### src/rtl/cpu_pkg.sv
// Shared definitions for the CPU-side instruction issuer: FSM encoding,
// idle-bus word default and hold-counter width.
package cpu_pkg;

    typedef enum logic [1:0] {
        IDLE  = 2'd0,
        ISSUE = 2'd1,
        DONE  = 2'd2
    } issuer_state_e;

    localparam logic [31:0] NOP_WORD_DEFAULT = 32'h0000_0000;

    // Hold counter must represent HOLD_CYCLES up to 15.
    localparam int unsigned HOLD_W = 4;

    function automatic logic [HOLD_W-1:0] hold_limit(input int unsigned cycles);
        return HOLD_W'(cycles);
    endfunction

endpackage

### src/rtl/instr_buf.sv
// Program buffer: one write port, one synchronous read port, no reset.
// A write to the address being read returns the new word on the read port.
module instr_buf
    import cpu_pkg::*;
#(
    parameter int unsigned DEPTH = 64,
    parameter int unsigned AW    = $clog2(DEPTH)
) (
    input  logic          clk,
    input  logic          wr_en,
    input  logic [AW-1:0] wr_addr,
    input  logic [31:0]   wr_data,
    input  logic [AW-1:0] rd_addr,
    output logic [31:0]   rd_data
);

    logic [31:0] mem [DEPTH];
    logic [31:0] rd_data_d;
    logic [31:0] rd_data_q;

    always_comb begin
        rd_data_d = mem[rd_addr];
        if (wr_en && (wr_addr == rd_addr)) begin
            rd_data_d = wr_data;
        end
    end

    always_ff @(posedge clk) begin
        if (wr_en) begin
            mem[wr_addr] <= wr_data;
        end
        rd_data_q <= rd_data_d;
    end

    assign rd_data = rd_data_q;

endmodule

### src/rtl/instr_issuer.sv
// Streams a loaded program word-by-word onto a CPU instruction bus, holding
// each word for HOLD_CYCLES cycles, with start/abort control and done pulse.
module instr_issuer
    import cpu_pkg::*;
#(
    parameter int unsigned DEPTH       = 64,
    parameter int unsigned HOLD_CYCLES = 4,
    parameter logic [31:0] NOP_WORD    = NOP_WORD_DEFAULT,
    localparam int unsigned AW         = $clog2(DEPTH)
) (
    input  logic          clk,
    input  logic          rst,
    input  logic          load_en,
    input  logic [AW-1:0] load_addr,
    input  logic [31:0]   load_data,
    input  logic [AW:0]   prog_len,
    input  logic          start,
    input  logic          abort,
    output logic [31:0]   instruction,
    output logic          issue_valid,
    output logic [AW-1:0] pc,
    output logic          busy,
    output logic          done
);

    localparam logic [AW:0]       DEPTH_L  = (AW+1)'(DEPTH);
    localparam logic [HOLD_W-1:0] HOLD_MAX = hold_limit(HOLD_CYCLES);

    issuer_state_e     state_q, state_d;
    logic [AW-1:0]     pc_q, pc_d;
    logic [AW:0]       len_q, len_d;
    logic [HOLD_W-1:0] hold_q, hold_d;
    logic [31:0]       instruction_q, instruction_d;
    logic              issue_valid_q, issue_valid_d;
    logic              busy_q, busy_d;
    logic              done_q, done_d;

    logic              wr_en;
    logic [AW-1:0]     rd_addr;
    logic [31:0]       rd_data;
    logic [AW:0]       pc_next_ext;

    assign wr_en       = load_en && (state_q == IDLE);
    assign pc_next_ext = {1'b0, pc_q} + (AW+1)'(1);

    // The buffer always prefetches the word that would be issued next:
    // index 0 while idle, pc+1 while issuing, so it is ready at hold end.
    always_comb begin
        rd_addr = '0;
        if (!rst && (state_d == ISSUE)) begin
            rd_addr = pc_d + AW'(1);
        end
    end

    instr_buf #(
        .DEPTH (DEPTH),
        .AW    (AW)
    ) u_buf (
        .clk     (clk),
        .wr_en   (wr_en),
        .wr_addr (load_addr),
        .wr_data (load_data),
        .rd_addr (rd_addr),
        .rd_data (rd_data)
    );

    always_comb begin
        state_d       = state_q;
        pc_d          = pc_q;
        len_d         = len_q;
        hold_d        = hold_q;
        instruction_d = instruction_q;
        issue_valid_d = 1'b0;
        busy_d        = busy_q;
        done_d        = 1'b0;

        case (state_q)
            IDLE: begin
                instruction_d = NOP_WORD;
                busy_d        = 1'b0;
                if (start) begin
                    if (prog_len == '0) begin
                        state_d = DONE;
                        len_d   = '0;
                        done_d  = 1'b1;
                    end else begin
                        state_d       = ISSUE;
                        len_d         = (prog_len > DEPTH_L) ? DEPTH_L : prog_len;
                        pc_d          = '0;
                        hold_d        = HOLD_W'(1);
                        issue_valid_d = 1'b1;
                        busy_d        = 1'b1;
                        // Same-cycle load to word 0 must be seen by this run.
                        instruction_d = (load_en && (load_addr == '0)) ? load_data : rd_data;
                    end
                end
            end

            ISSUE: begin
                if (abort) begin
                    state_d       = IDLE;
                    instruction_d = NOP_WORD;
                    busy_d        = 1'b0;
                    hold_d        = '0;
                end else if (hold_q == HOLD_MAX) begin
                    if (pc_next_ext < len_q) begin
                        pc_d          = pc_q + AW'(1);
                        hold_d        = HOLD_W'(1);
                        issue_valid_d = 1'b1;
                        instruction_d = rd_data;
                    end else begin
                        state_d       = DONE;
                        instruction_d = NOP_WORD;
                        busy_d        = 1'b0;
                        done_d        = 1'b1;
                        hold_d        = '0;
                    end
                end else begin
                    hold_d = hold_q + HOLD_W'(1);
                end
            end

            DONE: begin
                state_d       = IDLE;
                instruction_d = NOP_WORD;
                busy_d        = 1'b0;
            end

            default: begin
                state_d       = IDLE;
                instruction_d = NOP_WORD;
                busy_d        = 1'b0;
            end
        endcase
    end

    always_ff @(posedge clk) begin
        if (rst) begin
            state_q       <= IDLE;
            pc_q          <= '0;
            len_q         <= '0;
            hold_q        <= '0;
            instruction_q <= NOP_WORD;
            issue_valid_q <= 1'b0;
            busy_q        <= 1'b0;
            done_q        <= 1'b0;
        end else begin
            state_q       <= state_d;
            pc_q          <= pc_d;
            len_q         <= len_d;
            hold_q        <= hold_d;
            instruction_q <= instruction_d;
            issue_valid_q <= issue_valid_d;
            busy_q        <= busy_d;
            done_q        <= done_d;
        end
    end

    assign instruction = instruction_q;
    assign issue_valid = issue_valid_q;
    assign pc          = pc_q;
    assign busy        = busy_q;
    assign done        = done_q;

endmodule

### config.mk
export PLATFORM = sky130hd
export DESIGN_NAME = instr_issuer
export DESIGN_NICKNAME = d
export VERILOG_FILES = /design/src/rtl/cpu_pkg.sv /design/src/rtl/instr_buf.sv /design/src/rtl/instr_issuer.sv
export SDC_FILE = /design/constraint.sdc
export NUM_CORES = 2
export LEC_CHECK = 0
export ABC_CLOCK_PERIOD_IN_PS = 7950
export CAP_MARGIN = 20
export CORE_ASPECT_RATIO = 0.9
export CORE_UTILIZATION = 40
export CTS_BUF_LIST = sky130_fd_sc_hd__clkbuf_2 sky130_fd_sc_hd__clkbuf_4 sky130_fd_sc_hd__clkbuf_8
export DETAILED_ROUTE_END_ITERATION = 8
export PLACE_DENSITY = 0.59
export SLEW_MARGIN = 20
export SYNTH_ARGS = -nofsm -noshare
export SYNTH_HDL_FRONTEND = slang
export SYNTH_SLANG_ARGS = --single-unit
### constraint.sdc
create_clock -name clk -period 7.95 [get_ports clk]
set_clock_uncertainty 0.05 [all_clocks]
set_input_delay 1.59 -clock clk [delete_from_list [all_inputs] [get_ports clk]]
set_output_delay 1.59 -clock clk [all_outputs]
set_load 0.005 [all_outputs]
# After elaboration in Yosys (flattened, before gate mapping)
# Memories as Yosys holds them, arrays and structs flattened. A register that Yosys moved wholly into a read port is not among the register bits.
# Index checks and enable logic that the tools add are counted.
[classes]
add_sub_neg = 4
magnitude_cmp = 2
n_eq_ne = 7
muxes = 46
n_reduce_logical = 11
[op_table]
columns = ["op", "n"]
rows = [
  ["32-bit 2-to-1 mux", 6],
  ["32-bit case mux with 2 select lines", 1],
  ["6-bit 2-to-1 mux", 6],
  ["1-bit 2-to-1 mux", 16],
  ["4-bit 2-to-1 mux", 4],
  ["7-bit 2-to-1 mux", 2],
  ["6-bit by 1-bit adder with 6-bit output, second input constant", 2],
  ["6-bit case mux with 2 select lines", 1],
  ["2-bit 2-to-1 mux", 5],
  ["4-bit case mux with 2 select lines", 1],
  ["6-bit by 1-bit adder with 7-bit output, second input constant", 1],
  ["7-bit greater-than comparator, second input constant", 1],
  ["7-bit zero test", 1],
  ["7-bit < comparator", 1],
  ["6-bit zero test", 1],
  ["3-bit inequality test, second input constant", 2],
  ["1-bit case mux with 2 select lines", 3],
  ["4-bit by 1-bit adder with 4-bit output, second input constant", 1],
  ["2-bit by 1-bit equality test with 1-bit output, second input constant", 2],
  ["4-bit by 3-bit equality test with 1-bit output, second input constant", 1],
  ["2-bit inequality test, second input constant", 2],
  ["2-bit case mux with 2 select lines", 1],
  ["2-bit AND reduction", 2],
  ["1-bit logical AND", 3],
  ["other kinds (4)", 4],
]
[word_totals]
regBits = 54
ramBits = 2048
inputBits = 50
out_inout_bits = 41
elab_cells = 79
n_memories = 1
[memory_table]
columns = ["name", "depth", "width", "rd", "rd_ports_with_merged_regs", "write_ports", "line_no", "source"]
rows = [
  ["u_buf.mem", 64, 32, 1, 1, 1, "instr_buf.sv:17", "logic [31:0] mem [DEPTH];"],
]

# Depth between registers and ports, before layout
[logic_depth]
ltp_word = 9
ltp_mapped = 14

# By module
# Synthesis repeated with hierarchy kept, for this count alone.
[hier_totals]
hier_cells = 3634
hier_area_um2 = 80788.7
[by_module_without_submodules]
columns = ["mod", "n_inst", "cells_each", "area_each_um2", "seq_area_each_um2"]
rows = [
  ["instr_buf", 1, 3298, 77994.8, 61619.1],
  ["instr_issuer", 1, 336, 2793.9, 1081.0],
]

# Least setup slack after synthesis
# No wires, ideal clock.
[synth_path]
kind = "input to register"
start = "input port load_addr[5]"
end = "memory u_buf.mem[37][0], enable pin"
setup_ns = 0.421
t_arrival_ns = 3.789
slack_ns = 3.690
path_stages = 4
n_path_buf = 2
path_cell_list = "clkbuf_1 or3b_2 clkbuf_1 nor2_1"
[synth_rtl]
columns = ["element", "line_no", "source"]
rows = [
  ["start: declaration", "instr_issuer.sv:14", "input logic [AW-1:0] load_addr,"],
  ["end: declaration", "instr_buf.sv:17", ""],
]
# No word-level cell before the write port.

# Worst setup path after layout
[layout_path]
start = "input port load_en"
end = "memory u_buf.mem[32][23], enable pin"
[layout_between]
elab_chain_cells = 3
[layout_rtl]
columns = ["element", "line_no", "source"]
rows = [
  ["start: declaration", "instr_issuer.sv:13", "input logic load_en,"],
  ["1-bit logical AND", "instr_issuer.sv:43", "assign wr_en = load_en && (state_q == IDLE);"],
  ["1-bit 2-to-1 mux", "instr_buf.sv:29", "if (wr_en) begin"],
  ["1-bit 2-to-1 mux (implied by the code)", "instr_buf.sv:30", "mem[wr_addr] <= wr_data;"],
]
# Every way passes these cells.

==> flow_metrics.tcl <==
set metrics [dict create \
    wirelength_um 224100 \
    antenna_found_initial 19 \
    yosysSeqAreaShare 0.7693 \
    syn_nets 3702 \
    critPathSlowestCell "nand2_1" \
    cts_hold_buffers 0 \
    antenna_left 0 \
    fin_hold_ws_ns 0.4089 \
    async_flop_share 0 \
    drc 36 \
    avgSynthCellArea_sq_um 22.38 \
    place_area_sq_mm 0.08627 \
    grt_usage 0.2165 \
    finalMaxSlewViolations 0 \
    cts_setup_buffers 0 \
    first_iter_violations 5085 \
    cts_tree "yes" \
    root_buffer "clkbuf_8" \
    cts_resized 0 \
    grt_max_degree 96 \
    hold_viol_final 0 \
    min_path_cells 2 \
    final.setup.tns_ns 0 \
    period_needed_ns 4.407 \
    power_mw 22.06 \
    rsz0062_at_grt "no" \
    dp_hpwl_um 136100 \
    post_drt_wl_per_cell_um 32.24 \
    grt_pass1_vias 40100 \
    path_cells "clkdlybuf4s50_1 > nor4b_1 > nand2_1 > nor2_4 > buf_4" \
    worst_slew_pin_slew_ns 1.186 \
    clock_latency_ns 1.06 \
    path_clk_slew_ns 0.06 \
    vdd_drop_max_v 0.0001779 \
    nets 4071 \
    startpoint_type "input pin" \
    grt_pass1_wl_um 312600 \
    die_w_um 477.8 \
    synth_area_leaders "edfxtp_1 (75%), mux4_2 (15%), mux2i_1 (1.6%)" \
    fin_area_sq_mm 0.09268 \
    cp_data_required_time_ns 8.57 \
    power_density_mw_per_mm2 238.0 \
    cts_max_level 5 \
    cts_buffer_depth 4 \
    area_delta_synth_final_pct 13.72 \
    max-slew-margin-rel 0.2080 \
    drive_above_1_share 0.3122 \
    ios 91 \
    cts-buffers-inserted 335 \
    num_rows 156 \
    dr.pass1.iters 8 \
    fin_cells 6949 \
    outcome "complete, but fails checks" \
    die_area_sq_mm 0.2056 \
    criticalPathCategory "in -> reg" \
    synth_edf_count 2048 \
    hold_path_class "reg -> reg" \
    path_max_fanout 22 \
    fill_cells 16730 \
    ys_ff_latch 2108 \
    synth_ff_type "edfxtp_1" \
    arrival_ns 5.02 \
    p_leak_nw 27.74 \
    dp_cells 6354 \
    max_freq_mhz 226.9 \
    violations "DRC" \
    numPortBuffers 90 \
    core_sq_mm 0.2016 \
    syn-cell-area_sq_mm 0.08150 \
    grt-ovfl-total 0 \
    seqCellArea_sq_mm 0.06272 \
    cp-end-kind "flip-flop" \
    cpPeakStageDelay_ns 0.88 \
    maxCapViolCount 0 \
    routabilityCongestion 0.8475 \
    r2r_cells 8 \
    vias_per_cell 5.859 \
    syn_inst 3642 \
    start_util 0.4042 \
    dr_total_vias 40720 \
    clock_sinks 2108 \
    multi_input_area_sq_mm 0.01806 \
    synth_top_area_share 0.7546 \
    synth_top_area_cell "edfxtp_1" \
    ys_warn_count 0 \
    die_h_um 430.2 \
    setup_viol 0 \
    netlist-cell-type-count 75 \
    fin_crit_sh 0.5544 \
]
[logic make-up after synthesis]
logic type / Yosys count / synth area share
buf+inv: 213 / 0.01563
fa+ha+maj: 10 / 0.001535
compound gates: 295 / 0.02604
mux: 684 / 0.1668
simple gates: 326 / 0.01999
xor+xnor: 6 / 0.0006448
flops: 2108 / 0.7693
[worst max-delay path: cells and delay by family]
family                 cells  cell delay, ns
buffers and inverters      2            1.05
AND/OR/NAND/NOR            3            2.34
[flip-flops by register name, summed over array words and instances, names as in the netlist, named ones only]
name         flops
state_q          2
done             1
hold_q           4
pc               6
u_buf.mem     2048
len_q            7
issue_valid      1
busy             1
instruction     32
[per-stage QoR]
step             util  worst slack, ns
5_1_grt        0.4596            3.524
3_5_place_dp   0.4279            2.643
6_report       0.4597            3.543
2_1_floorplan       -            3.690
3_3_place_gp   0.4263            2.599
4_1_cts        0.4589            3.731
[layout make-up]
cell class | instances | share of cell area
antenna | 12 | 0.0003240
clock buffer | 468 | 0.06167
clock inverter | 109 | 0.005751
inverter | 13 | 0.0005265
multi-input combinational | 1321 | 0.1949
sequential | 2108 | 0.6767
tap | 2686 | 0.03626
timing repair buffer | 232 | 0.02387
[power by group]
group          switching, mW  internal [mW]  total, mW
Sequential            0.0446           12.2       12.3
Combinational          0.588          0.337      0.925
Clock                   4.17           4.68       8.86
Total                   4.81           17.3       22.1
[final timing paths]
path / from / to / slack, ns
setup reg to reg: flip-flop / instruction[28] / 3.97
hold / removal: len_q[0] / len_q[0] / 0.41
setup / recovery: load_en / u_buf.mem[32][23] / 3.54
hold reg to reg: len_q[0] / len_q[0] / 0.41
[synthesized netlist by cell type, types with 24 or more instances]
library cell	instances
o21ai_0	25
a22oi_1	58
nand2_1	62
mux2i_1	129
buf_2	55
nor2b_1	26
mux4_2	535
edfxtp_1	2048
buf_4	43
dfxtp_1	60
nor2_1	102
a21oi_1	56
o22ai_1	31
clkbuf_1	59
nand3_1	24
[routing by layer]
metal,vias to the layer above,part of all wire,GRT usage
met5,-,0.00012,0
met4,4,0.020,0.05077
met3,305,0.099,0.06185
met2,2053,0.45,0.3180
met1,22010,0.43,0.3186
li1,16340,-,-
[placed cells by master, fill, tap and decap left out, types with 35 or more instances in the layout]
| master | n |
|---|---|
| mux2i_1 | 128 |
| clkdlybuf4s50_1 | 57 |
| edfxtp_1 | 2048 |
| clkinv_1 | 74 |
| a21oi_1 | 55 |
| a22oi_1 | 58 |
| nor2_1 | 35 |
| nor2_4 | 65 |
| mux4_2 | 535 |
| dfxtp_1 | 54 |
| clkbuf_4 | 116 |
| nand2_1 | 62 |
| clkbuf_8 | 352 |
| buf_4 | 117 |
Power figures use the tool's default switching activity.
